File: config.mk
export PLATFORM = sky130hd
export DESIGN_NAME = motion_alarm_ctrl
export DESIGN_NICKNAME = d
export VERILOG_FILES = /design/src/rtl/motion_alarm_ctrl.sv
export SDC_FILE = /design/constraint.sdc
export NUM_CORES = 1
export LEC_CHECK = 0
export BUFFER_PORTS_ARGS = -buffer_cell sky130_fd_sc_hd__buf_2
export CAP_MARGIN = 0
export CORE_ASPECT_RATIO = 1.75
export CORE_MARGIN = 5
export CORE_UTILIZATION = 60
export DETAILED_ROUTE_END_ITERATION = 16
export GPL_TIMING_DRIVEN = 0
export PLACE_DENSITY_LB_ADDON = 0.15
export SLEW_MARGIN = 10
export SYNTH_ARGS = -nofsm -noshare
export SYNTH_HDL_FRONTEND = slang
export SYNTH_SLANG_ARGS = --single-unit
File: constraint.sdc
create_clock -name clk -period 12.7 [get_ports clk]
set_input_delay 2.54 -clock clk [delete_from_list [all_inputs] [get_ports clk]]
set_output_delay 2.54 -clock clk [all_outputs]
set_load 0.1 [all_outputs]
File: src/rtl/motion_alarm_ctrl.sv
// ----------------------------------------------------------------------------
// motion_alarm_ctrl
//   Multi-zone motion alarm controller. Each PIR input is synchronised and
//   debounced. An arm/disarm FSM with an exit delay, per-zone latching, an
//   alarm hold timeout and a continuous or beeping buzzer turns the debounced
//   zones into a buzzer drive.
//
// Ports:
//   clk           system clock
//   reset         asynchronous, active-high reset
//   motion_in     [N_CH] raw asynchronous sensor outputs
//   ch_enable     [N_CH] per-zone enable (disabled zones never trigger/latch)
//   arm           level: 1 = arm requested, 0 = disarm
//   clear         one-cycle pulse clearing zone_latched (ignored in ALARM)
//   beep_mode     0 = continuous buzzer, 1 = beeping buzzer
//   buzzer        buzzer drive
//   alarm_active  high while state = ALARM
//   motion_valid  [N_CH] debounced motion, not masked by ch_enable
//   zone_latched  [N_CH] zones that triggered since the last clear
//   state         00 DISARMED, 01 ARMING, 10 ARMED, 11 ALARM
// ----------------------------------------------------------------------------
module motion_alarm_ctrl #(
    parameter int N_CH          = 4,
    parameter int DEBOUNCE_CYC  = 2500,
    parameter int ARM_DELAY_CYC = 50000000,
    parameter int HOLD_CYC      = 50000000,
    parameter int BEEP_HALF_CYC = 6250000,
    parameter int CNT_W         = 26
) (
    input  logic            clk,
    input  logic            reset,
    input  logic [N_CH-1:0] motion_in,
    input  logic [N_CH-1:0] ch_enable,
    input  logic            arm,
    input  logic            clear,
    input  logic            beep_mode,
    output logic            buzzer,
    output logic            alarm_active,
    output logic [N_CH-1:0] motion_valid,
    output logic [N_CH-1:0] zone_latched,
    output logic [1:0]      state
);

    localparam int                DB_W      = $clog2(DEBOUNCE_CYC + 1);
    localparam logic [DB_W-1:0]   DB_MAX    = DB_W'(DEBOUNCE_CYC);
    localparam logic [CNT_W-1:0]  ARM_LAST  = CNT_W'(ARM_DELAY_CYC - 1);
    localparam logic [CNT_W-1:0]  HOLD_LAST = CNT_W'(HOLD_CYC - 1);
    localparam logic [CNT_W-1:0]  BEEP_LAST = CNT_W'(BEEP_HALF_CYC - 1);

    typedef enum logic [1:0] {
        ST_DISARMED = 2'b00,
        ST_ARMING   = 2'b01,
        ST_ARMED    = 2'b10,
        ST_ALARM    = 2'b11
    } state_t;

    state_t           state_q;
    logic [N_CH-1:0]  sync1;
    logic [N_CH-1:0]  sync2;
    logic [DB_W-1:0]  db_cnt [N_CH];
    logic [N_CH-1:0]  trig;
    logic             any_trig;
    logic [CNT_W-1:0] arm_cnt;
    logic [CNT_W-1:0] hold_cnt;
    logic [CNT_W-1:0] beep_cnt;
    logic             beep_phase;
    logic             beep_wrap;
    logic             beep_phase_next;

    assign state = state_q;

    // Two-flop synchroniser per channel.
    // NOTE: sequential state is always written with non-blocking (<=) so every
    // flop samples the pre-edge value of its neighbours.
    always_ff @(posedge clk or posedge reset) begin
        if (reset) begin
            sync1 <= '0;
            sync2 <= '0;
        end else begin
            sync1 <= motion_in;
            sync2 <= sync1;
        end
    end

    // Debounce: count while the synchronised input is high (saturating);
    // valid once the count has reached DEBOUNCE_CYC with the input still high.
    // Any low sample clears both the count and the valid flag.
    // NOTE: the counter array is small and must come up at 0, so it sits on the
    // reset like any other flop (it is not a RAM).
    always_ff @(posedge clk or posedge reset) begin
        if (reset) begin
            for (int i = 0; i < N_CH; i++) begin
                db_cnt[i] <= '0;
            end
            motion_valid <= '0;
        end else begin
            for (int i = 0; i < N_CH; i++) begin
                if (sync2[i]) begin
                    if (db_cnt[i] != DB_MAX) begin
                        db_cnt[i] <= db_cnt[i] + DB_W'(1);
                    end
                    motion_valid[i] <= (db_cnt[i] == DB_MAX);
                end else begin
                    db_cnt[i]       <= '0;
                    motion_valid[i] <= 1'b0;
                end
            end
        end
    end

    assign trig     = motion_valid & ch_enable;
    assign any_trig = |trig;

    // Beep phase advances every BEEP_HALF_CYC cycles spent in ALARM and is not
    // disturbed by re-triggers.
    assign beep_wrap       = (beep_cnt == BEEP_LAST);
    assign beep_phase_next = beep_wrap ? ~beep_phase : beep_phase;

    // Arm/alarm FSM. buzzer and alarm_active are loaded from the state being
    // entered, so they change on the same edge as state.
    always_ff @(posedge clk or posedge reset) begin
        if (reset) begin
            state_q      <= ST_DISARMED;
            arm_cnt      <= '0;
            hold_cnt     <= '0;
            beep_cnt     <= '0;
            beep_phase   <= 1'b0;
            buzzer       <= 1'b0;
            alarm_active <= 1'b0;
            zone_latched <= '0;
        end else begin
            case (state_q)
                ST_DISARMED: begin
                    if (clear) zone_latched <= '0;
                    if (arm) begin
                        state_q <= ST_ARMING;
                        arm_cnt <= '0;
                    end
                end

                ST_ARMING: begin
                    // Motion is ignored during the exit delay.
                    if (clear) zone_latched <= '0;
                    if (!arm) begin
                        state_q <= ST_DISARMED;
                    end else if (arm_cnt == ARM_LAST) begin
                        state_q <= ST_ARMED;
                    end else begin
                        arm_cnt <= arm_cnt + CNT_W'(1);
                    end
                end

                ST_ARMED: begin
                    if (!arm) begin
                        state_q <= ST_DISARMED;
                        if (clear) zone_latched <= '0;
                    end else if (any_trig) begin
                        state_q      <= ST_ALARM;
                        // A simultaneous clear drops old zones but keeps the new one.
                        zone_latched <= clear ? trig : (zone_latched | trig);
                        hold_cnt     <= '0;
                        beep_cnt     <= '0;
                        beep_phase   <= 1'b1;
                        buzzer       <= 1'b1;
                        alarm_active <= 1'b1;
                    end else if (clear) begin
                        zone_latched <= '0;
                    end
                end

                ST_ALARM: begin
                    // clear is deliberately not honoured here.
                    beep_cnt   <= beep_wrap ? '0 : beep_cnt + CNT_W'(1);
                    beep_phase <= beep_phase_next;
                    buzzer     <= beep_mode ? beep_phase_next : 1'b1;
                    // NOTE: the exit branches below assign buzzer again; the last
                    // non-blocking assignment in the block is the one that lands.
                    if (!arm) begin
                        state_q      <= ST_DISARMED;
                        buzzer       <= 1'b0;
                        alarm_active <= 1'b0;
                    end else if (any_trig) begin
                        zone_latched <= zone_latched | trig;
                        hold_cnt     <= '0;
                    end else if (hold_cnt == HOLD_LAST) begin
                        state_q      <= ST_ARMED;
                        buzzer       <= 1'b0;
                        alarm_active <= 1'b0;
                    end else begin
                        hold_cnt <= hold_cnt + CNT_W'(1);
                    end
                end

                default: begin
                    state_q      <= ST_DISARMED;
                    buzzer       <= 1'b0;
                    alarm_active <= 1'b0;
                end
            endcase
        end
    end

endmodule

-- Word level (Yosys, flattened, before mapping)
Index checks and enable logic that the tools add are counted.
- reductions and logical operators: 11
- $add $sub $neg: 7
- eq/ne operators: 30
- bitwise operators: 3
- mux-type cells: 53
- operators by type and width (kind ; count):
    $mux 26 ; 9
    $pmux 26 s2 ; 3
    $mux 12 ; 8
    $add 26x1->26 const B ; 3
    $eq 26x26->1 const B ; 2
    $add 12x1->12 const B ; 4
    $eq 12x12->1 const B ; 4
    $ne 12x12->1 const B ; 4
    $eq 26x23->1 const B ; 1
    $mux 4 ; 6
    $mux 2 ; 8
    $ne 3x3->1 const B ; 5
    $reduce_and 5->1 ; 3
    $mux 1 ; 14
    $ne 2x2->1 const B ; 7
    $pmux 4 s3 ; 1
    $ne 2x1->1 const B ; 4
    $pmux 2 s4 ; 1
    $pmux 1 s2 ; 3
    $and 4x4->4 ; 1
    $eq 2x2->1 const B ; 2
    $or 4x4->4 ; 1
    $reduce_and 4->1 ; 1
    $reduce_bool 2->1 ; 2
    7 further kinds ; 7
- bits of input ports: 13
- bits in registers: 147
- output and inout bits: 12
- word-level logic and storage cells: 119

-- Logic depth before layout (Yosys ltp)
Gate-level depths: netlist of run 1.
- depth after elaboration: 7
- depth in mapped cells: 8
- mapped depth without buffers: 7

-- Worst setup path before layout of run 1
OpenSTA, ideal clock, no wires.
- path type: input port to flip-flop
- from: input port ch_enable[2]
- to: register beep_cnt[4]
- buffers on the path: 2
- data arrival time: 3857 ps
- slack: 8722 ps
- data required time: 12579 ps
- stages on the path: 7
- setup time: 121 ps
- cell sequence: a22o_1 o21ai_1 clkbuf_1 clkbuf_1 a21oi_1 xnor2_1 nor2_1
- longest elaborated chain between the ends: 4
- RTL lines (element ; line ; source):
    start, declared ; 33 ; input logic [N_CH-1:0] ch_enable,
    $and 4x4->4 ; 111 ; assign trig = motion_valid & ch_enable;
    $reduce_or 4->1 ; 112 ; assign any_trig = |trig;
    $ne 2x2->1 (no line) ; n/a ;
    $reduce_and 3->1 (no line) ; n/a ;
    end signal, assigned ; 173 ; beep_cnt <= beep_wrap ? '0 : beep_cnt + CNT_W'(1);
    end, declared ; 65 ; logic [CNT_W-1:0] beep_cnt;
Every way passes these cells.
A chain may end at the register's enable or synchronous reset.

-- Final worst setup path of run 1
- from: input port ch_enable[0]
- to: register beep_cnt[23]
Same word-level chain as after synthesis.

==> qor.csv, run 1 <==
metric;value;unit
outcome;complete, no violations;
hold_viol;0;
skew;0.008477;ns
post-route-util;68.38;%
critical_path.top_delay_family;buffers and inverters;
synth_edf_count;0;
wl;17.60;mm
irDropWorstVdd;0.00008976;V
hp-class;reg -> reg;
insertedDiodeCount;0;
synth_cell_types;70;
synth_flop_cell;dfrtp_1;
final_cell_mix;dfrtp_1 (147), nor2_1 (75), nand2_1 (71);
numPortBuffers;24;
grt_max_degree;93;
pre_cts_ws;7.913;ns
rsz0062_at_grt;false;
cts.sinks;147;
syn_area;0.007727;mm²
cp_slowest_stage_delay;0.46;ns
syn-num-nets;821;
min_period;4.371;ns
cp_slowest_cell;o21ai_1;
yosysTopAreaCell;dfrtp_1;
worst_pin_slew;0.8410;ns
postSynthAreaPerCell;9.696;µm²
p_leak;0.003791;µW
synth_warnings;0;
synth_cells;797;
synth.area.top_cells;dfrtp_1 (48%), xnor2_1 (3.7%), nor2_1 (3.6%);
clockRootBuffer;clkbuf_16;
final_layout_size_suffix_gt1_share;11.24;%
startpoint;ch_enable[0];
slew_headroom;43.93;%
gp_congestion;0.9216;
htreeDepth;4;
cp_cell_sequence;buf_2 -> a22o_1 -> o21ai_1 -> clkbuf_1 -> clkbuf_1 -> nand2_1 -> a31oi_1;
power_density;126.9;mW/mm²
worstPathRequired;13.04;ns
place_area;0.008094;mm²
cts_tree;done;
critical_path_class;in -> reg;
vias;6326;
rows;55;
cts_resized;0;
ios;25;
grt-ovfl-total;0;
clk_latency;0.42;ns
grt_pass1_wl;30.01;mm
clock.fmax;0.2288;GHz
coreArea;0.01280;mm²
end_kind;flip-flop;
total_power;1111;µW
finalCritPeriodShare;34.42;%
netlist.area_leader.share;47.60;%
clockBufferDepth;2;
die_area;0.01534;mm²
finalSetupTns;0;ns
hold_start;sync1[1]$_DFF_PP0_;
ys_async_sr_fraction;100.0;%
cp-start-kind;primary input;
post_cts_buffers;0;
dp_hpwl;12.19;mm
crit_top_cell;clkbuf_1;
finalSetupViolCount;0;
antenna_found_initial;0;
viasPerCell;6.172;
drtIter0Drc;379;
cts-buffers-inserted;17;
drcViolationCount;0;
dr.pass1.iters;7;
start_util;60.37;%
final_area;0.008752;mm²
drtAntennaViolNets;0;
grt_usage;24.46;%
routedWlPerCell;17.17;µm
crit_buf_inv;3;
final_common_cell;dfrtp_1;
ys_seq_elements;147;
cp_max_fo;10;
syn_to_final_growth;13.26;%
setup_ws;8.329;ns
clk_pin_slew_worst_paths;0.06;ns
grt_pass1_vias;6265;
slew_violations;0;
die_height;160.1;µm
cp.arrival;4.71;ns
die_w;95.79;µm
r2r_start;motion_valid[2]$_DFF_PP0_;
fin_nets;865;
drv_cap;0;
hold_buffers;0;
synth_seq_area_share;47.60;%
==> flip-flops by register name, indices dropped and copies added (netlist names) <==
| name | flops |
|---|---|
| hold_cnt | 26 |
| state | 2 |
| beep_cnt | 26 |
| sync2 | 4 |
| beep_phase | 1 |
| motion_valid | 4 |
| db_cnt | 48 |
| buzzer | 1 |
| arm_cnt | 26 |
| alarm_active | 1 |
| zone_latched | 4 |
| sync1 | 4 |
==> layout make-up <==
class | instances | area, µm²
fillers | 1012 | 4048
multi-input cells | 601 | 3800
flip-flops and latches | 147 | 3679
clock buffers | 21 | 460.4
well taps | 171 | 214.0
clock inverters | 11 | 197.7
plain buffers | 28 | 170.2
repair buffers | 25 | 147.6
inverters | 21 | 83.83
==> synthesized netlist by cell type, types with 17 or more instances <==
cell type,instances
a21oi_1,36
o21ai_0,29
xor2_1,31
nor2_1,75
dfrtp_1,147
nand3_1,40
xnor2_1,33
and2_1,25
and3_1,22
nor3_1,17
inv_1,21
nand2_1,71
nand4_1,36
==> through the flow <==
stage | instances | hold WS (ns)
finish | 1025 | 0.3514
global route | 1025 | 0.3608
CTS | 1025 | 0.3537
detailed placement | 993 | 0.3397
global placement | 992 | 0.3356
floorplan | 797 | 0.3312
==> metal layers <==
metal	track usage, %	share of wire [%]	up-vias
li1	-	-	2993
met1	29.76	39	3078
met2	41.56	53	207
met3	4.053	4.6	48
met4	11.14	3.3	0
met5	0	0	-
==> path summary, 6_finish.rpt <==
check / endpoint / slack [ns] / cells past startpoint
worst max register to register: beep_cnt[23]$_DFFE_PP0P_ / 10.10 / 6
worst min register to register: sync2[1]$_DFF_PP0_ / 0.35 / 0
max in group asynchronous: sync2[0]$_DFF_PP0_ / 9.68 / 3
min in group asynchronous: db_cnt[25]$_DFFE_PP0N_ / 2.28 / 2
worst max-delay path: beep_cnt[23]$_DFFE_PP0P_ / 8.33 / 7
worst min-delay path: sync2[1]$_DFF_PP0_ / 0.35 / 0
==> logic make-up after synthesis <==
logic type               synth area share (%)
AND/OR/NAND/NOR                         27.33
flip-flops                              47.60
AO/OA/AOI/OAI                           11.50
XOR/XNOR                                7.254
buffers and inverters                   3.222
adder cells (fa/ha/maj)                 1.781
multiplexers                            1.312
==> where the power goes <==
part           leakage, µW  internal (µW)  total, µW  switching, µW
registers          0.00192            481        496           15.3
logic              0.00155           19.7       54.1           34.4
clock network     0.000319            361        561            199
No activity file was read; power rests on OpenSTA's default activity.
==> run 2, diff against run 1 <==
clock period = 4.2 ns   (was 12.7 ns; I/O delays follow)
==> run 2 against run 1 <==
Worst setup slack got worse by 6.8 ns. Cell area decreased by 0.29%. Register-to-register slack got worse by 8.5 ns. Hold slack got worse by 0.0079 ns. Die area unchanged. Clock skew increased by 0.00054 ns. Non-clock buffer count increased by 2. Flip-flop and latch count unchanged. Core utilization decreased by 0.20 points. Critical path depth unchanged. Global-route usage increased by 0.20 points. Sequential share of layout area increased by 0.12 points. Largest cell class unchanged. Largest power group unchanged.
==> qor.csv, run 2 (synthesis gave the netlist of run 1 again) <==
metric;value;unit
clock.fmax;0.3715;GHz
power_density;367.2;mW/mm²
drcViolationCount;0;
clk_latency;0.41;ns
drtIter0Drc;370;
viasPerCell;6.211;
cp_cell_sequence;buf_2 -> a22o_1 -> o21ai_1 -> clkbuf_1 -> clkbuf_1 -> nand2_1 -> a31oi_1;
final_cell_mix;dfrtp_1 (147), nor2_1 (75), nand2_1 (71);
insertedDiodeCount;0;
clockBufferDepth;2;
ios;25;
die_area;0.01534;mm²
rows;55;
die_height;160.1;µm
dr.pass1.iters;5;
hp-class;reg -> reg;
grt_pass1_vias;6401;
dp_cells;995;
finalCritPeriodShare;64.08;%
p_sw_share;22.22;%
cp_max_fo;10;
total_power;3204;µW
final_layout_size_suffix_gt1_share;11.24;%
clock_power_share;47.9;%
irDropWorstVdd;0.0002802;V
crit_top_cell;clkbuf_1;
final_common_cell;dfrtp_1;
crit_buf_inv;3;
p_sw;711.9;µW
coreArea;0.01280;mm²
numPortBuffers;24;
place_area;0.008125;mm²
cts-buffers-inserted;17;
seqPwrFrac;46.8;%
wl;17.74;mm
start_util;60.37;%
min_period;2.692;ns
hold_viol;0;
end_kind;flip-flop;
routedWlPerCell;17.31;µm
gp_congestion;0.9059;
skew;0.009022;ns
syn_to_final_growth;12.94;%
combPwrFrac;5.3;%
grt_pass1_wl;30.32;mm
cts.sinks;147;
outcome;complete, no violations;
cp_slowest_cell;clkbuf_1;
largest_register_ffs;48;
htreeDepth;4;
cts_resized;0;
vias;6366;
rsz0062_at_grt;false;
largest-register;db_cnt;
finalSetupTns;0;ns
final_area;0.008727;mm²
slew_headroom;41.21;%
cp_slowest_stage_delay;0.47;ns
slew_violations;0;
instances_no_fill;1025;
clockRootBuffer;clkbuf_16;
finalSetupViolCount;0;
cp.arrival;3.01;ns
hold_buffers;0;
internal_power;2493;µW
worst_pin_slew;0.8751;ns
cts_tree;done;
cp-start-kind;primary input;
drv_cap;0;
antenna_found_initial;2;
critical_path.top_delay_family;buffers and inverters;
critical_path_class;in -> reg;
grt-ovfl-total;0;
post_cts_buffers;0;
drtAntennaViolNets;0;
grt_usage;24.66;%
post-route-util;68.18;%
dp_hpwl;12.77;mm
fin_nets;867;
worstPathRequired;4.52;ns
p_leak;0.003771;µW
die_w;95.79;µm
grt_max_degree;42;
clk_pin_slew_worst_paths;0.06;ns
reg2reg_slack;1.59;ns
## run 2: worst register-to-register path, delay by kind of cell (launching register included)
kind | cells | cell delay (ns)
buffers and inverters | 2 | 0.88
AO/OA/AOI/OAI | 3 | 0.97
flip-flops | 1 | 0.43
AND/OR/NAND/NOR | 1 | 0.24
## run 2: path summary, 6_finish.rpt
kind                                            from                  endpoint  cells past startpoint
min                               sync1[2]$_DFF_PP0_        sync2[2]$_DFF_PP0_                      0
min reg2reg                       sync1[2]$_DFF_PP0_        sync2[2]$_DFF_PP0_                      0
max in group asynchronous                      reset   arm_cnt[17]$_DFFE_PP0P_                      4
max                                     ch_enable[2]  beep_cnt[17]$_DFFE_PP0P_                      7
max reg2reg                motion_valid[2]$_DFF_PP0_  beep_cnt[17]$_DFFE_PP0P_                      6
min in group asynchronous                      reset    db_cnt[21]$_DFFE_PP0N_                      2
## run 2: metrics by stage
stage | worst slack [ns] | hold WS, ns
floorplan | 1.513 | 0.3312
global placement | 0.6720 | 0.3332
detailed placement | 1.124 | 0.3396
CTS | 1.531 | 0.3468
global route | 1.316 | 0.3632
finish | 1.508 | 0.3434
## run 2: layout make-up
type	count	area [µm²]
Multi-Input combinational cell	601	3800
Fill cell	1064	4073
Sequential cell	147	3679
Timing Repair Buffer	27	180.2
Clock inverter	8	127.6
Tap cell	171	214.0
Clock buffer	22	474.2
Buffer	28	170.2
Inverter	21	82.58
## run 2: routing by layer
metal  track usage (%)  share of wire, %
met5                 0              0.15
met3             5.184               4.2
met2             43.49                55
met1             28.66                39
met4             9.262               2.2
## run 2: power by group through the flow
stage          clock network [µW]  logic, µW  registers (µW)
2_1_floorplan                   0        114            1520
3_3_place_gp                    0        153            1520
3_5_place_dp                    0        169            1520
4_1_cts                      1560        171            1500
5_1_grt                      1610        192            1510
6_report                     1530        169            1500
==> run 3, diff against run 2 <==
ABC_AREA = 1   (was default)
clock period = 2.6 ns   (was 4.2 ns; I/O delays follow)
==> run 3 against run 2 <==
Cell area grew 11%. Combinational power rose to 7.6 times the previous value. Synthesized area grew 12%. Worst setup slack worse by 1.2 ns. Critical path depth is 4 higher. Non-clock buffer count decreased by 6. Hold slack worse by 0.16 ns. Sequential power increased by 83%. Routed wire length grew 25%. Sequential share of layout area shrank 4.3 points. Critical endpoint is now buzzer$_DFFE_PP0P_. Largest power group is now sequential cells.
==> qor.csv, run 3 <==
metric;value;unit
outcome;complete, no violations;
irDropWorstVdd;0.0004785;V
worst_pin_slew;0.8189;ns
largest-register;db_cnt;
p_sw_share;36.29;%
yosysMostFrequentCell;nand2_1;
coreArea;0.01430;mm²
finalCritPeriodShare;86.90;%
slew_headroom;45.29;%
fin_nets;1321;
slew_violations;0;
critical_path_class;reg -> reg;
die_w;100.8;µm
clk_latency;0.44;ns
syn_to_final_growth;12.30;%
syn-num-nets;1274;
insertedDiodeCount;0;
grt_pass1_wl;37.58;mm
clockBufferDepth;2;
p_sw;2405;µW
min_period;2.260;ns
cts.sinks;147;
worstPathRequired;2.93;ns
syn_area;0.008660;mm²
ys_seq_elements;147;
synth.area.top_cells;dfrtp_1 (42%), nand2_1 (17%), nor2_1 (7.8%);
cts-buffers-inserted;17;
ys_async_sr_fraction;100.0;%
final_layout_size_suffix_gt1_share;7.176;%
wl;22.20;mm
reg2reg_depth;11;
final_cell_mix;nand2_1 (393), nor2_1 (179), dfrtp_1 (147);
fillers;1255;
drv_cap;0;
synth_edf_count;0;
grt_max_degree;38;
power_density;681.5;mW/mm²
seqPwrFrac;41.6;%
dr.pass1.iters;6;
vias;8234;
routedWlPerCell;14.90;µm
synth_seq_area_share;42.48;%
place_area;0.009096;mm²
r2r_end;buzzer$_DFFE_PP0P_;
cp_cell_sequence;ha_1 -> nand3_2 -> inv_2 -> nand3_2 -> nor2_2 -> nand2_2 -> nand2_1 -> nand2_1 -> buf_2 -> nand2_1 -> nand2_1;
final_common_cell;nand2_1;
endpoint;buzzer$_DFFE_PP0P_;
combPwrFrac;19.4;%
ios;25;
hold_viol;0;
gp_congestion;1.060;
netlist.area_leader.share;42.48;%
startpoint;hold_cnt[0]$_DFFE_PP0P_;
critical_path.top_delay_family;simple AND/OR/NAND/NOR gates;
postSynthAreaPerCell;6.928;µm²
p_leak;0.004423;µW
hp-class;in -> reg;
final_area;0.009724;mm²
post_cts_buffers;0;
synth_cell_types;36;
grt_usage;27.63;%
finalSetupViolCount;0;
die_height;168.9;µm
r2r_start;hold_cnt[0]$_DFFE_PP0P_;
hold_ws;0.1814;ns
start_util;60.57;%
rows;58;
cp_slowest_stage_delay;0.54;ns
htreeDepth;4;
cp_slowest_cell;dfrtp_1;
clock.fmax;0.4426;GHz
dp_hpwl;17.00;mm
yosysTopAreaCell;dfrtp_1;
hold_buffers;0;
clk_pin_slew_worst_paths;0.07;ns
cp_max_fo;10;
drcViolationCount;0;
cp-start-kind;flip-flop;
drtAntennaViolNets;0;
worst-path-stages;11;
end_kind;flip-flop;
antenna_found_initial;0;
clockRootBuffer;clkbuf_16;
reg2reg_slack;0.34;ns
rsz0062_at_grt;false;
crit_buf_inv;2;
synth_flop_cell;dfrtp_1;
skew;0.01293;ns
numPortBuffers;24;
cts_resized;0;
internal_power;4222;µW
largest_register_ffs;48;
grt-ovfl-total;0;
cts_tree;done;
synth_warnings;0;
viasPerCell;5.526;
synth_cells;1250;
netlist_top_cells_count;nand2_1 (393), nor2_1 (179), dfrtp_1 (147), inv_1 (140), nand3_1 (106);
drtIter0Drc;574;
crit_top_cell;nand2_1;
clock_power_share;39.0;%
cp.arrival;2.59;ns
die_area;0.01703;mm²
grt_pass1_vias;8185;
==> run 3: changes by cell type after synthesis, sizes merged, moves of 13 or more <==
cell,delta
xnor2,-23
and4,-13
nor2,+107
or4,-14
inv,+125
a31oi,-13
nand3,+68
and2,-26
nand2,+325
or3,-19
o21ai,+54
and3,-23
==> run 3: power groups by stage <==
| stage | Sequential (µW) | Combinational, µW | Clock [µW] |
|---|---|---|---|
| floorplan | 2850 | 800 | 0 |
| global placement | 2780 | 1240 | 0 |
| detailed placement | 2790 | 1280 | 0 |
| CTS | 2740 | 1290 | 2600 |
| global route | 2780 | 1440 | 2700 |
| finish | 2750 | 1290 | 2580 |
==> run 3: cells by family (layout without fill, tap and decap cells) <==
| kind of cell | count (synthesis) | after routing | synth area share (%) |
|---|---|---|---|
| AO/OA/AOI/OAI | 124 | 124 | 7.528 |
| XOR/XNOR | 34 | 34 | 3.439 |
| adder cells (fa/ha/maj) | 11 | 11 | 1.589 |
| buffers and inverters | 168 | 228 | 7.759 |
| flip-flops | 147 | 147 | 42.48 |
| AND/OR/NAND/NOR | 766 | 766 | 37.21 |
==> run 3: area by class of cell <==
cell class | instances | area [µm²] | area share [%]
clock buffer | 17 | 425.4 | 4.375
buffer | 21 | 120.1 | 1.235
multi-input combinational | 935 | 4309 | 44.31
clock inverter | 15 | 202.7 | 2.084
inverter | 147 | 555.5 | 5.713
timing repair buffer | 28 | 207.7 | 2.136
sequential | 147 | 3679 | 37.83
tap | 180 | 225.2 | 2.316
==> run 3: routing by layer <==
metal | track usage (%) | vias up | share of wire [%]
met4 | 15.37 | 0 | 5.1
met5 | 0 | - | 0
met2 | 50.36 | 232 | 53
met3 | 4.041 | 84 | 3.7
li1 | - | 4100 | -
met1 | 29.76 | 3818 | 38
==> run 3: how the worst min path moves through the flow <==
stage	endpoint	startpoint	slack (ns)	cells past startpoint
after detailed placement	sync2[0]$_DFF_PP0_	sync1[0]$_DFF_PP0_	0.34	0
after CTS	sync1[2]$_DFF_PP0_	motion_in[2]	0.18	1
after floorplan	sync2[0]$_DFF_PP0_	sync1[0]$_DFF_PP0_	0.33	0
after global placement	sync2[0]$_DFF_PP0_	sync1[0]$_DFF_PP0_	0.34	0
after global routing	sync1[0]$_DFF_PP0_	motion_in[0]	0.19	1
final	sync1[3]$_DFF_PP0_	motion_in[3]	0.18	1
==> run 3: worst reg2reg max path: stages, from the launching register on <==
cell,delay (ns)
dfrtp_1,0.54
ha_1,0.40
nand3_2,0.19
inv_2,0.13
nand3_2,0.07
nor2_2,0.17
nand2_2,0.10
nand2_1,0.08
nand2_1,0.11
buf_2,0.22
nand2_1,0.09
nand2_1,0.05
==> run 3: per-stage QoR <==
stage | power (µW) | setup slack (ns) | instances | util (%) | TNS [ns]
after global routing | 6917 | 0.1921 | 1490 | 68.02 | 0
after floorplan | 3653 | 0.2330 | 1250 | - | 0
after CTS | 6631 | 0.3459 | 1490 | 68.02 | 0
after detailed placement | 4072 | 0.1833 | 1458 | 63.63 | 0
final | 6627 | 0.3405 | 1490 | 68.02 | 0
after global placement | 4024 | -0.6965 | 1454 | 63.01 | -100.10
